**src/rtl/uart_rx_param.sv**
```systemverilog
// rtl/uart_rx_param.sv - parametrised oversampling UART receiver with parity, error flags and valid/ready output
// Optional UART_RX_MAJORITY_EN: each bit decided by a 2-of-3 vote around its centre.
module uart_rx_param #(
    parameter int DATA_BITS   = 8,
    parameter int OVERSAMPLE  = 8,
    parameter int SYNC_STAGES = 2
) (
    input  logic                 clk,
    input  logic                 rst,
    input  logic                 os_tick,
    input  logic                 rx,
    input  logic [1:0]           par_mode,
    output logic [DATA_BITS-1:0] rx_data,
    output logic                 rx_valid,
    input  logic                 rx_ready,
    output logic                 parity_err,
    output logic                 frame_err,
    output logic                 overrun,
    input  logic                 err_clr,
    output logic                 busy
);
    localparam int TW = $clog2(OVERSAMPLE);
    localparam int BW = $clog2(DATA_BITS);
    localparam logic [TW-1:0] T_LAST  = TW'(OVERSAMPLE - 1);
`ifdef UART_RX_MAJORITY_EN
    localparam logic [TW-1:0] T_START = TW'(OVERSAMPLE / 2);
`else
    localparam logic [TW-1:0] T_START = TW'(OVERSAMPLE / 2 - 1);
`endif
    localparam logic [BW-1:0] B_LAST  = BW'(DATA_BITS - 1);

    typedef enum logic [2:0] {S_IDLE, S_START, S_DATA, S_PARITY, S_STOP} state_t;

    logic [SYNC_STAGES-1:0] sync_q;
    logic                   rx_s;
    logic                   bit_s;
    state_t                 state;
    logic [TW-1:0]          tcnt;
    logic [BW-1:0]          bcnt;
    logic [DATA_BITS-1:0]   shreg;
    logic [1:0]             mode;
    logic                   perr_q;
    logic                   armed;
    logic                   done;
    logic [DATA_BITS-1:0]   done_data;
    logic                   done_perr;
    logic                   done_ferr;
    logic                   par_xor;

    always_ff @(posedge clk or posedge rst) begin
        if (rst) sync_q <= '1;
        else     sync_q <= {sync_q[SYNC_STAGES-2:0], rx};
    end
    assign rx_s = sync_q[SYNC_STAGES-1];

`ifdef UART_RX_MAJORITY_EN
    // Two previous tick samples; the vote completes with the current one at centre+1.
    logic [1:0] hist;
    always_ff @(posedge clk or posedge rst) begin
        if (rst)          hist <= 2'b11;
        else if (os_tick) hist <= {hist[0], rx_s};
    end
    assign bit_s = (hist[1] & hist[0]) | (hist[1] & rx_s) | (hist[0] & rx_s);
`else
    assign bit_s = rx_s;
`endif

    assign par_xor = (^shreg) ^ bit_s;

    always_ff @(posedge clk or posedge rst) begin
        if (rst) begin
            state     <= S_IDLE;
            busy      <= 1'b0;
            tcnt      <= '0;
            bcnt      <= '0;
            shreg     <= '0;
            mode      <= 2'b00;
            perr_q    <= 1'b0;
            armed     <= 1'b1;
            done      <= 1'b0;
            done_data <= '0;
            done_perr <= 1'b0;
            done_ferr <= 1'b0;
        end else begin
            done <= 1'b0;
            case (state)
                S_IDLE: begin
                    // After a low stop bit the line must go high before a new start is accepted.
                    if (!armed) begin
                        armed <= rx_s;
                    end else if (os_tick && !rx_s) begin
                        state  <= S_START;
                        busy   <= 1'b1;
                        tcnt   <= '0;
                        mode   <= par_mode;
                        perr_q <= 1'b0;
                    end
                end
                S_START: if (os_tick) begin
                    if (tcnt == T_START) begin
                        tcnt <= '0;
                        bcnt <= '0;
                        if (bit_s) begin
                            state <= S_IDLE;
                            busy  <= 1'b0;
                        end else begin
                            state <= S_DATA;
                        end
                    end else begin
                        tcnt <= tcnt + 1'b1;
                    end
                end
                S_DATA: if (os_tick) begin
                    if (tcnt == T_LAST) begin
                        tcnt  <= '0;
                        shreg <= {bit_s, shreg[DATA_BITS-1:1]};
                        if (bcnt == B_LAST)
                            state <= (mode == 2'b01 || mode == 2'b10) ? S_PARITY : S_STOP;
                        else
                            bcnt <= bcnt + 1'b1;
                    end else begin
                        tcnt <= tcnt + 1'b1;
                    end
                end
                S_PARITY: if (os_tick) begin
                    if (tcnt == T_LAST) begin
                        tcnt   <= '0;
                        perr_q <= (mode == 2'b10) ? par_xor : ~par_xor;
                        state  <= S_STOP;
                    end else begin
                        tcnt <= tcnt + 1'b1;
                    end
                end
                S_STOP: if (os_tick) begin
                    if (tcnt == T_LAST) begin
                        tcnt      <= '0;
                        state     <= S_IDLE;
                        busy      <= 1'b0;
                        armed     <= bit_s;
                        done      <= 1'b1;
                        done_data <= shreg;
                        done_perr <= perr_q;
                        done_ferr <= ~bit_s;
                    end else begin
                        tcnt <= tcnt + 1'b1;
                    end
                end
                default: begin
                    state <= S_IDLE;
                    busy  <= 1'b0;
                end
            endcase
        end
    end

    always_ff @(posedge clk or posedge rst) begin
        if (rst) begin
            rx_data    <= '0;
            rx_valid   <= 1'b0;
            parity_err <= 1'b0;
            frame_err  <= 1'b0;
            overrun    <= 1'b0;
        end else begin
            if (done) begin
                if (!rx_valid || rx_ready) begin
                    rx_data    <= done_data;
                    parity_err <= done_perr;
                    frame_err  <= done_ferr;
                    rx_valid   <= 1'b1;
                end
            end else if (rx_valid && rx_ready) begin
                rx_valid <= 1'b0;
            end
            // A new overrun takes priority over a simultaneous clear.
            if (done && rx_valid && !rx_ready) overrun <= 1'b1;
            else if (err_clr)                  overrun <= 1'b0;
        end
    end
endmodule
```
**config.mk**
```make
export PLATFORM = sky130hd
export DESIGN_NAME = uart_rx_param
export DESIGN_NICKNAME = d
export VERILOG_FILES = /design/src/rtl/uart_rx_param.sv
export SDC_FILE = /design/constraint.sdc
export NUM_CORES = 1
export LEC_CHECK = 0
export CAP_MARGIN = 20
export CORE_ASPECT_RATIO = 0.7
export CORE_MARGIN = 2
export CORE_UTILIZATION = 56
export DETAILED_ROUTE_END_ITERATION = 16
export PLACE_DENSITY_LB_ADDON = 0.1
export SKIP_CTS_REPAIR_TIMING = 1
export SYNTH_ARGS = -nofsm -noshare
export SYNTH_HDL_FRONTEND = slang
export SYNTH_SLANG_ARGS = --single-unit
```
**constraint.sdc**
```tcl
create_clock -name clk -period 2.1 [get_ports clk]
set_input_delay 0.21 -clock clk [delete_from_list [all_inputs] [get_ports clk]]
set_output_delay 0.21 -clock clk [all_outputs]
set_load 0.02 [all_outputs]
```
==> summary.log <==
[pwr] Pwr per Cell Area 881.4 nW/um^2
[drt] Detailed Route WL 3.919 mm
[worst_hold_path] Hold/Removal Path Class in -> async
[worst_setup_path] kind of critical path reg -> reg
[sta] number of setup violations in the final report 0
[final_layout] Syn-to-layout area delta 15.80%
[drt] vias per inst 5.520
[clock_network] cell chosen for the clock root sky130_fd_sc_hd__clkbuf_8
[final_layout] highest-count cells in the layout ignoring fill and taps sky130_fd_sc_hd__dfrtp_1, sky130_fd_sc_hd__mux2_2, sky130_fd_sc_hd__clkdlybuf4s50_1, sky130_fd_sc_hd__nand2_1, sky130_fd_sc_hd__ha_1
[place] half-perimeter wire length after detailed placement 2.839 mm
[final_layout] most common cell after layout, fill and taps aside sky130_fd_sc_hd__dfrtp_1
[global_route] total congestion overflow after global routing 0
[worst_setup_path] type of element capturing the critical path register
[clock_network] htree depth 2
[worst_setup_path] arrival time reported for the critical path endpoint 2.12 ns
[synthesis] number of flops mapped to enable cells by yosys 0
[synthesis] Synth Net Count 193
[worst_setup_path] highest net fanout along the worst path 8
[pwr] IR Drop Worst-Case VDD 0.6867 mV
[drt] Post-DRT Antenna Nets 0
[synthesis] area share of the largest cell type after synthesis 49.47%
[global_route] wire length of the first global-routing pass 6.831 mm
[floorplanning] floorplan row count 19
[sta] RSZ-0062 raised after global routing false
[global_route] pin count of the biggest net entering global routing 27
[clock_network] Num CTS Buffers 5
[global_route] via count of the first global-routing pass 1407
[synthesis] sequential fraction of the synthesis area 53.01%
[floorplanning] die extent in y 56.75 um
[synthesis] number of instances in the synthesized netlist 177
[synthesis] Unique masters post-synth 40
[final_layout] share of final-layout standard cells stronger than drive strength 1 26.50%
[synthesis] fraction of registers with async set/reset 100.0%
[sta] part of the cycle the worst path needs 92.47%
[clock_network] clock tree from TritonCTS done
[clock_network] clock sink total 47
[synthesis] Synth area leaders sky130_fd_sc_hd__dfrtp_1, sky130_fd_sc_hd__mux2_2, sky130_fd_sc_hd__ha_1, sky130_fd_sc_hd__dfstp_2, sky130_fd_sc_hd__xnor2_1
[place] final estimated routing congestion in global placement 0.8424
[final_layout] final net count 215
[synthesis] synthesis-stage register bit count 47
[outcome] run status finished clean
[sta] slew at the pin closest to its max-slew limit 0.5209 ns
[drt] drt pass-1 iters 7
[place] input/output buffers 20
[final_layout] fraction of the core area covered by cells at the end of the flow 66.52%
[sta] clock period minus final worst setup slack 1.942 ns
[final_layout] post-route design area 2577 sq um
[final_layout] antenna cell count 0
[clock_network] clock edge transition at the registers on the reported setup and hold paths 0.08 ns
[synthesis] mean cell area of the mapped netlist 12.58 sq um
[synthesis] post-synth design cell area 2226 sq um
[pwr] leakage dissipation 1.238 nW
[place] setup slack after placement 0.2124 ns
[floorplanning] die footprint 4503 sq um
[sta] maximum clock skew at final layout 0.008772 ns
[drt] violation count after the first detailed-routing iteration 100
[run] max_cap viols 0
[sta] fmax 0.5150 GHz
[worst_setup_path] data required time of the worst path 2.28 ns
[sta] Slew Limit Fails 0
[global_route] global-route total usage across every layer 20.30%
[synthesis] Ys Warns 0
[sta] post-route setup slack 0.1582 ns
[place] instance area at placement 2477 sq um
[floorplanning] effective utilization at floorplan 57.44%
[drt] remaining routing DRC violations 0
[floorplanning] boundary pin count 21
[floorplanning] floorplan die width 79.36 um
[clock_network] Max Root-Sink Buffers 2
[sta] worst relative slew slack 64.95%
[sta] number of hold violations in the final report 0
[drt] DR WL/cell 15.55 um
[floorplanning] Placeable Area 3875 sq um
[global_route] number of antenna violations at the first check in global routing 0
[drt] vias post-DR 1391
[worst_setup_path] startpoint type of the worst setup path register
[synthesis] ys flop type sky130_fd_sc_hd__dfrtp_1
[sta] TNS Setup 0 ns
[synthesis] top cell type by total area after synthesis sky130_fd_sc_hd__dfrtp_1
[clock_network] clock insertion delay at the later pin of the skew report 0.30 ns
[registers in the layout, indices dropped and copies added (netlist names), 2 cells and up]
name / flops
bcnt: 3
tcnt: 3
state: 3
rx_data: 8
sync_q: 2
shreg: 8
done_data: 8
mode: 2
[logic make-up (layout without fill, tap and decap cells)]
logic type	count (synthesis)	in the layout	synth area share, %
DFF	47	47	53.01
AOI/OAI and AO/OA	24	24	7.138
xor gates and xnor gates	8	8	3.766
and+or+nand+nor	38	38	9.725
adders and majority gates	8	8	4.497
buffers and inverters	15	38	3.204
muxes	37	37	18.66
[worst max-delay path, stage by stage (launching register included)]
cell	delay (ns)
sky130_fd_sc_hd__dfrtp_1	0.37
sky130_fd_sc_hd__ha_1	0.22
sky130_fd_sc_hd__ha_1	0.28
sky130_fd_sc_hd__nand2_1	0.16
sky130_fd_sc_hd__nor3_4	0.41
sky130_fd_sc_hd__mux2_2	0.39
[power breakdown]
group | switching [mW] | internal, mW | total (mW)
Sequential | 0.118 | 0.981 | 1.10
Combinational | 0.302 | 0.293 | 0.595
Clock | 0.278 | 0.300 | 0.578
[cell usage after synthesis (2+ instances only)]
cell type                  count
sky130_fd_sc_hd__nand3_1       3
sky130_fd_sc_hd__ha_1          8
sky130_fd_sc_hd__nand2b_1      2
sky130_fd_sc_hd__buf_2         5
sky130_fd_sc_hd__dfstp_2       3
sky130_fd_sc_hd__inv_1         8
sky130_fd_sc_hd__mux2_2       36
sky130_fd_sc_hd__a21o_1        2
sky130_fd_sc_hd__o22ai_1       2
sky130_fd_sc_hd__o21ai_0       5
sky130_fd_sc_hd__nand2_1       9
sky130_fd_sc_hd__xnor2_1       7
sky130_fd_sc_hd__o211ai_1      2
sky130_fd_sc_hd__and3_1        2
sky130_fd_sc_hd__nor2b_1       4
sky130_fd_sc_hd__a31oi_1       2
sky130_fd_sc_hd__a21oi_1       5
sky130_fd_sc_hd__dfrtp_1      44
sky130_fd_sc_hd__nor2_1        7
[through the flow]
stage / hold slack [ns] / power [mW] / instances
CTS: 0.2556 / 2.286 / 252
global placement: 0.3455 / 1.668 / 244
floorplan: 0.2145 / 1.567 / 177
detailed placement: 0.3472 / 1.701 / 244
finish: 0.2449 / 2.272 / 252
global route: 0.2880 / 2.406 / 252
[worst paths after layout]
check / from / slack [ns] / to / cells past startpoint
max: tcnt[0]$_DFFE_PP0P_ / 0.16 / shreg[0]$_DFFE_PP0P_ / 5
min: rst / 0.24 / overrun$_DFFE_PP0P_ / 2
max reg2reg: tcnt[0]$_DFFE_PP0P_ / 0.16 / shreg[0]$_DFFE_PP0P_ / 5
min reg2reg: sync_q[0]$_DFF_PP1_ / 0.36 / sync_q[1]$_DFF_PP1_ / 0
max in group asynchronous: rst / 1.27 / sync_q[1]$_DFF_PP1_ / 3
min in group clk: rx / 0.32 / sync_q[0]$_DFF_PP1_ / 1
[per-layer routing]
layer	routed length (um)	vias to the layer above	global-route usage (%)
li1	-	668	-
met1	1918	683	29.47
met2	1793	33	29.54
met3	145	7	4.984
met4	61	0	7.882
met5	0	-	0
[cell type report]
cell class                 instances  area (sq um)
inverter                           8         30.03
multi-input combinational        115         974.7
sequential                        47          1180
timing repair buffer              22         227.7
fill                             286          1297
clock buffer                       8         100.1
tap                               52         65.06
(Power assumes the default switching activity.)
==> edit 1, RTL diff (same settings) <==
The parameter `SYNC_STAGES` goes from 2 to 4.
--- a/src/rtl/uart_rx_param.sv
+++ b/src/rtl/uart_rx_param.sv
@@ -4,5 +4,5 @@
     parameter int DATA_BITS   = 8,
     parameter int OVERSAMPLE  = 8,
-    parameter int SYNC_STAGES = 2
+    parameter int SYNC_STAGES = 4
 ) (
     input  logic                 clk,
Behaviour: not the same (a bounded check fails within 4 cycles, from zero or initial values and one cycle with rst high).
==> edit 1 against the unedited design <==
Sequential cell count grew 2. Setup slack lost 0.058 ns. Total power grew 7.5%. Cell area grew 9.0%. Largest cell class unchanged. Wire length grew 8.6%. Combinational power grew 34%. Highest routed layer unchanged. Critical path depth grew 1. Area after synthesis grew 8.8%.
==> edit 1: results (changes against the unedited design) <==
Setup path:
- The end of the worst register-to-register path is state[0] (was shreg[0]).
- The arrival time of data at the critical path endpoint is 2.18 ns (was 2.12 ns).
- The maximum fanout encountered on the critical timing path is 5 (was 8).
- The minimum setup slack among reg-to-reg paths is 0.10 ns (was 0.16 ns).

Synthesis:
- The cell count after synthesis is 182 (was 177).
- The register area share after synthesis is 50.90% (was 53.01%).
- The post-synthesis cell type count is 48 (was 40).
- Leading cell types by total area after synthesis: dfrtp_1 45%, mux2_2 11%, mux2_4 6.2% (was dfrtp_1 49%, mux2_2 18%, ha_1 4.5%).
- The net count after synthesis is 198 (was 193).

Global routing:
- The first-pass GRT wire length is 7.396 mm (was 6.831 mm).
- The pin count of the biggest net entering global routing was 50 (was 27).
- The via count of the first global-routing pass is 1,462 (was 1,407).
- The combined global-route utilization of all metal layers is 20.66% (was 20.30%).

Final layout:
- The total of fill cells in the finished design was 308 (was 286).
- The layout cell share with drive strength beyond 1 is 31.28% (was 26.50%).
- The number of inserted diodes is 0 (unchanged).
- The number of nets in the layout is 226 (was 215).
- The number of standard cells in the final layout excluding fillers is 263 (was 252).

Routing:
- The number of detailed-route iterations in the first pass is 4 (was 7).
- The number of violations reported at the end of detailed-routing iteration 0 is 46 (was 100).
- The via density per instance is 5.589 (was 5.520).
- The wire length reported by the detailed router was 4.256 mm (was 3.919 mm).

Run status:
- Status: completed (unchanged).

Placed design:
- The number of instances in the placed design is 254 (was 244).
- The global placement routability congestion is 0.8601 (was 0.8424).
- The placed wire-length estimate is 3.172 mm (was 2.839 mm).

Power:
- The standby leakage power is 1.343 nW (was 1.238 nW).

STA:
- The tightest slew margin relative to the limit was 68.91% (was 64.95%).
- The post-route worst hold slack was 0.2663 ns (was 0.2449 ns).
- The final number of max-transition violations is 0 (unchanged).
- The final setup skew came to 0.005458 ns (was 0.008772 ns).

Clock tree:
- The number of CTS-inserted buffers came to 5 (unchanged).
==> edit 1: cell types whose count changed after synthesis, moves of 3 or more <==
cell | unedited run | this run
buf_6 | 1 | 5
mux2_2 | 36 | 23
nand2_1 | 9 | 6
mux2_4 | 0 | 10
==> edit 1: metrics by stage <==
| stage | utilization [%] | worst slack, ns | setup TNS [ns] | area, um^2 | total power, mW |
|---|---|---|---|---|---|
| 6_report | 69.50 | 0.1001 | 0 | 2809 | 2.443 |
| 5_1_grt | 69.50 | 0.02144 | 0 | 2809 | 2.607 |
| 4_1_cts | 68.89 | -0.002655 | -0.002655 | 2784 | 2.469 |
| 3_5_place_dp | 66.81 | 0.01297 | 0 | 2700 | 1.932 |
| 3_3_place_gp | 66.81 | 0.07803 | 0 | 2700 | 1.911 |
| 2_1_floorplan | - | 0.1272 | 0 | 2421 | 1.767 |
==> edit 1: area by class of cell <==
class / count / area (um^2) / area share, %
multi-input cells: 113 / 1077 / 38.35
repair buffers: 29 / 305.3 / 10.87
clock buffers: 7 / 76.32 / 2.717
clock inverters: 1 / 7.507 / 0.2673
flip-flops and latches: 49 / 1232 / 43.88
inverters: 12 / 45.04 / 1.604
well taps: 52 / 65.06 / 2.316
==> edit 1: worst max-delay path by stage <==
stage                     slack (ns)    start  endpoint
after floorplan                 0.13  tcnt[0]  state[0]
after global placement          0.08  tcnt[0]  state[0]
after detailed placement        0.01  tcnt[0]  state[1]
after CTS                     -0.003  tcnt[0]  state[0]
after global routing            0.02  tcnt[0]  shreg[1]
final                           0.10  tcnt[0]  state[0]
==> edit 1: cells by family after synthesis <==
logic type | after synthesis | synth area share, %
buffers and inverters | 20 | 4.806
AO/OA/AOI/OAI | 31 | 9.923
AND/OR/NAND/NOR | 31 | 8.992
flip-flops | 49 | 50.90
XOR/XNOR | 8 | 3.463
multiplexers | 35 | 17.78
adder cells (fa/ha/maj) | 8 | 4.135
==> edit 1: power by group <==
| part | internal (mW) | total (mW) | switching [mW] |
|---|---|---|---|
| Combinational | 0.415 | 0.798 | 0.383 |
| Sequential | 1.02 | 1.12 | 0.101 |
| Clock | 0.236 | 0.524 | 0.289 |
| Total | 1.67 | 2.44 | 0.773 |
==> edit 1: routing by layer <==
| metal | track usage, % | share of wire, % |
|---|---|---|
| met3 | 4.573 | 4.4 |
| met1 | 31.20 | 52 |
| met4 | 6.323 | 0.89 |
| met2 | 30.07 | 43 |
| met5 | 0 | 0 |
==> edit 1: worst max-delay path, cell delays in order (launching register included) <==
cell and delay (ns):
dfrtp_1 0.40, ha_2 0.22, ha_2 0.21, a21bo_1 0.19
a2111o_1 0.41, o221ai_2 0.13, mux2_4 0.33
==> edit 2, RTL diff (same flow settings) <==
Made on the original files. Put one more register stage on the output `overrun`, cleared by the reset. The value now appears one clock later. The other outputs are not delayed to match.
--- a/src/rtl/uart_rx_param.sv
+++ b/src/rtl/uart_rx_param.sv
@@ -31,4 +31,6 @@
 
     typedef enum logic [2:0] {S_IDLE, S_START, S_DATA, S_PARITY, S_STOP} state_t;
+
+    logic overrun_s0;
 
     logic [SYNC_STAGES-1:0] sync_q;
@@ -160,5 +162,5 @@
             parity_err <= 1'b0;
             frame_err  <= 1'b0;
-            overrun    <= 1'b0;
+            overrun_s0 <= 1'b0;
         end else begin
             if (done) begin
@@ -173,7 +175,15 @@
             end
             // A new overrun takes priority over a simultaneous clear.
-            if (done && rx_valid && !rx_ready) overrun <= 1'b1;
-            else if (err_clr)                  overrun <= 1'b0;
+            if (done && rx_valid && !rx_ready) overrun_s0 <= 1'b1;
+            else if (err_clr)                  overrun_s0 <= 1'b0;
         end
     end
+    always_ff @(posedge clk or posedge rst) begin
+        if (rst) begin
+            overrun <= '0;
+        end else begin
+            overrun <= overrun_s0;
+        end
+    end
+
 endmodule
Behaviour: no difference found for any inputs over 10 cycles, from zero or initial values and one cycle with rst high; that may be too few to reach the edited logic, so the function may still have changed.
==> edit 2 against the unedited design <==
Synthesized cell count up 3.4%. Wire length increased by 4.0%. Sequential cell count is 1 higher. Sequential power increased by 5%. Via count rose by 5.4%. Combinational power grew 48%. Setup slack got worse by 0.084 ns. Global-route usage fell by 0.78 points. Total power increased by 16%. Cell area increased by 4.9%. Area after synthesis increased by 3.3%.
==> edit 2: results (changes against the unedited design) <==
Setup path:
- The arrival time of data at the critical path endpoint is 2.20 ns (was 2.12 ns).
- The end of the worst register-to-register path is bcnt[2] (was shreg[0]).
- The cell count of the worst reg-to-reg path came to 6 (was 5).
- The maximum fanout encountered on the critical timing path is 4 (was 8).
- The minimum setup slack among reg-to-reg paths was 0.07 ns (was 0.16 ns).

Power:
- The maximum VDD drop is 0.5924 mV (was 0.6867 mV).
- The sequential share of power came to 43.9% (was 48.4%).
- The standby leakage power is 1.276 nW (was 1.238 nW).
- The switching part of the total power is 31.76% (was 30.71%).
- The combinational group share of total power is 33.3% (was 26.2%).
- The sequential cell power is 1.16 mW (was 1.10 mW).

Routing:
- The post-detailed-route wirelength per cell was 15.80 um (was 15.55 um).
- The via density per instance is 5.682 (was 5.520).
- The number of detailed-route iterations in the first pass was 4 (was 7).
- The number of violations reported at the end of detailed-routing iteration 0 was 113 (was 100).

STA:
- The post-route worst hold slack is 0.2773 ns (was 0.2449 ns).
- The setup TNS came to 0 ns (unchanged).
- The actual transition at the worst max-transition pin came to 0.4860 ns (was 0.5209 ns).
- The final setup skew is 0.006221 ns (was 0.008772 ns).

Final layout:
- The layout cell share with drive strength beyond 1 came to 27.18% (was 26.50%).
- The total of fill cells in the finished design is 296 (was 286).
- The number of inserted diodes is 0 (unchanged).
- The number of nets in the layout was 223 (was 215).

Synthesis:
- Leading cell types by total area after synthesis: dfrtp_1 49%, mux2_2 14%, ha_1 4.4% (was dfrtp_1 49%, mux2_2 18%, ha_1 4.5%).
- The post-synthesis cell type count was 46 (was 40).
- The register area share after synthesis came to 52.39% (was 53.01%).
- The net count after synthesis is 199 (was 193).
- Most numerous cell types in the synthesized netlist: 45 x dfrtp_1, 29 x mux2_2, 11 x inv_1, 8 x ha_1, 7 x xnor2_1 (was 44 x dfrtp_1, 36 x mux2_2, 9 x nand2_1, 8 x ha_1, 8 x inv_1).

Clock tree:
- The number of CTS-inserted buffers is 5 (unchanged).

Placed design:
- The placed wire-length estimate is 2.882 mm (was 2.839 mm).
- The total cell area at the placement stage is 2579 um^2 (was 2477 um^2).
- The global placement routability congestion came to 0.9058 (was 0.8424).

Run status:
- Status: completed (unchanged).

Worst hold path:
- The kind of path behind the tightest hold check is in -> async (unchanged).

Global routing:
- The first-pass GRT wire length is 6.824 mm (was 6.831 mm).
- The pin count of the biggest net entering global routing came to 49 (was 27).
- The via count of the first global-routing pass is 1,419 (was 1,407).
- The combined global-route utilization of all metal layers is 19.52% (was 20.30%).
-- edit 2: area by class of cell --
cell class,count,area [um^2],area share (%)
Multi-Input combinational cell,113,1021,37.76
Clock buffer,5,68.82,2.545
Inverter,11,41.29,1.527
Timing Repair Buffer,28,272.8,10.09
Tap cell,52,65.06,2.406
Sequential cell,48,1205,44.56
Clock inverter,1,30.03,1.111
-- edit 2: kinds of logic (layout without fill, tap and decap cells) --
family,after synthesis,after routing,synth area share [%]
simple gates,35,35,9.032
buf+inv,22,45,4.352
xor+xnor,8,8,3.645
compound gates,26,26,7.998
mux,36,36,18.23
flops,48,48,52.39
fa+ha+maj,8,8,4.353
-- edit 2: worst max-delay path by stage --
stage | start | to | slack [ns] | cells past startpoint
after floorplan | tcnt[0] | bcnt[0] | 0.06 | 6
after CTS | tcnt[0] | bcnt[2] | -0.03 | 6
final | tcnt[0] | bcnt[2] | 0.07 | 6
after detailed placement | tcnt[0] | bcnt[0] | -0.02 | 6
after global placement | tcnt[0] | bcnt[1] | 0.04 | 6
after global routing | tcnt[0] | bcnt[0] | 0.01 | 6
-- edit 2: per-layer routing --
layer  vias to the layer above  global-route usage (%)  wire (um)
li1                        693                       -          -
met1                       727                   28.78       2012
met2                        41                   28.81       1820
met3                         5                   5.296        206
met4                         0                   5.811         38
met5                         -                       0          0
-- edit 2: stage by stage --
step | instances | worst slack, ns | util, %
floorplan | 183 | 0.05827 | -
detailed placement | 252 | -0.01883 | 65.74
global placement | 252 | 0.04349 | 65.74
finish | 258 | 0.07435 | 68.93
global route | 258 | 0.01031 | 68.93
CTS | 258 | -0.02710 | 68.26
-- edit 2: critical path, stage by stage, from the launching register on --
cell and delay [ns]:
dfrtp_1 0.43, ha_4 0.20, ha_1 0.19, mux2_4 0.28, a221oi_4 0.30, or3b_4 0.22, mux2_4 0.30
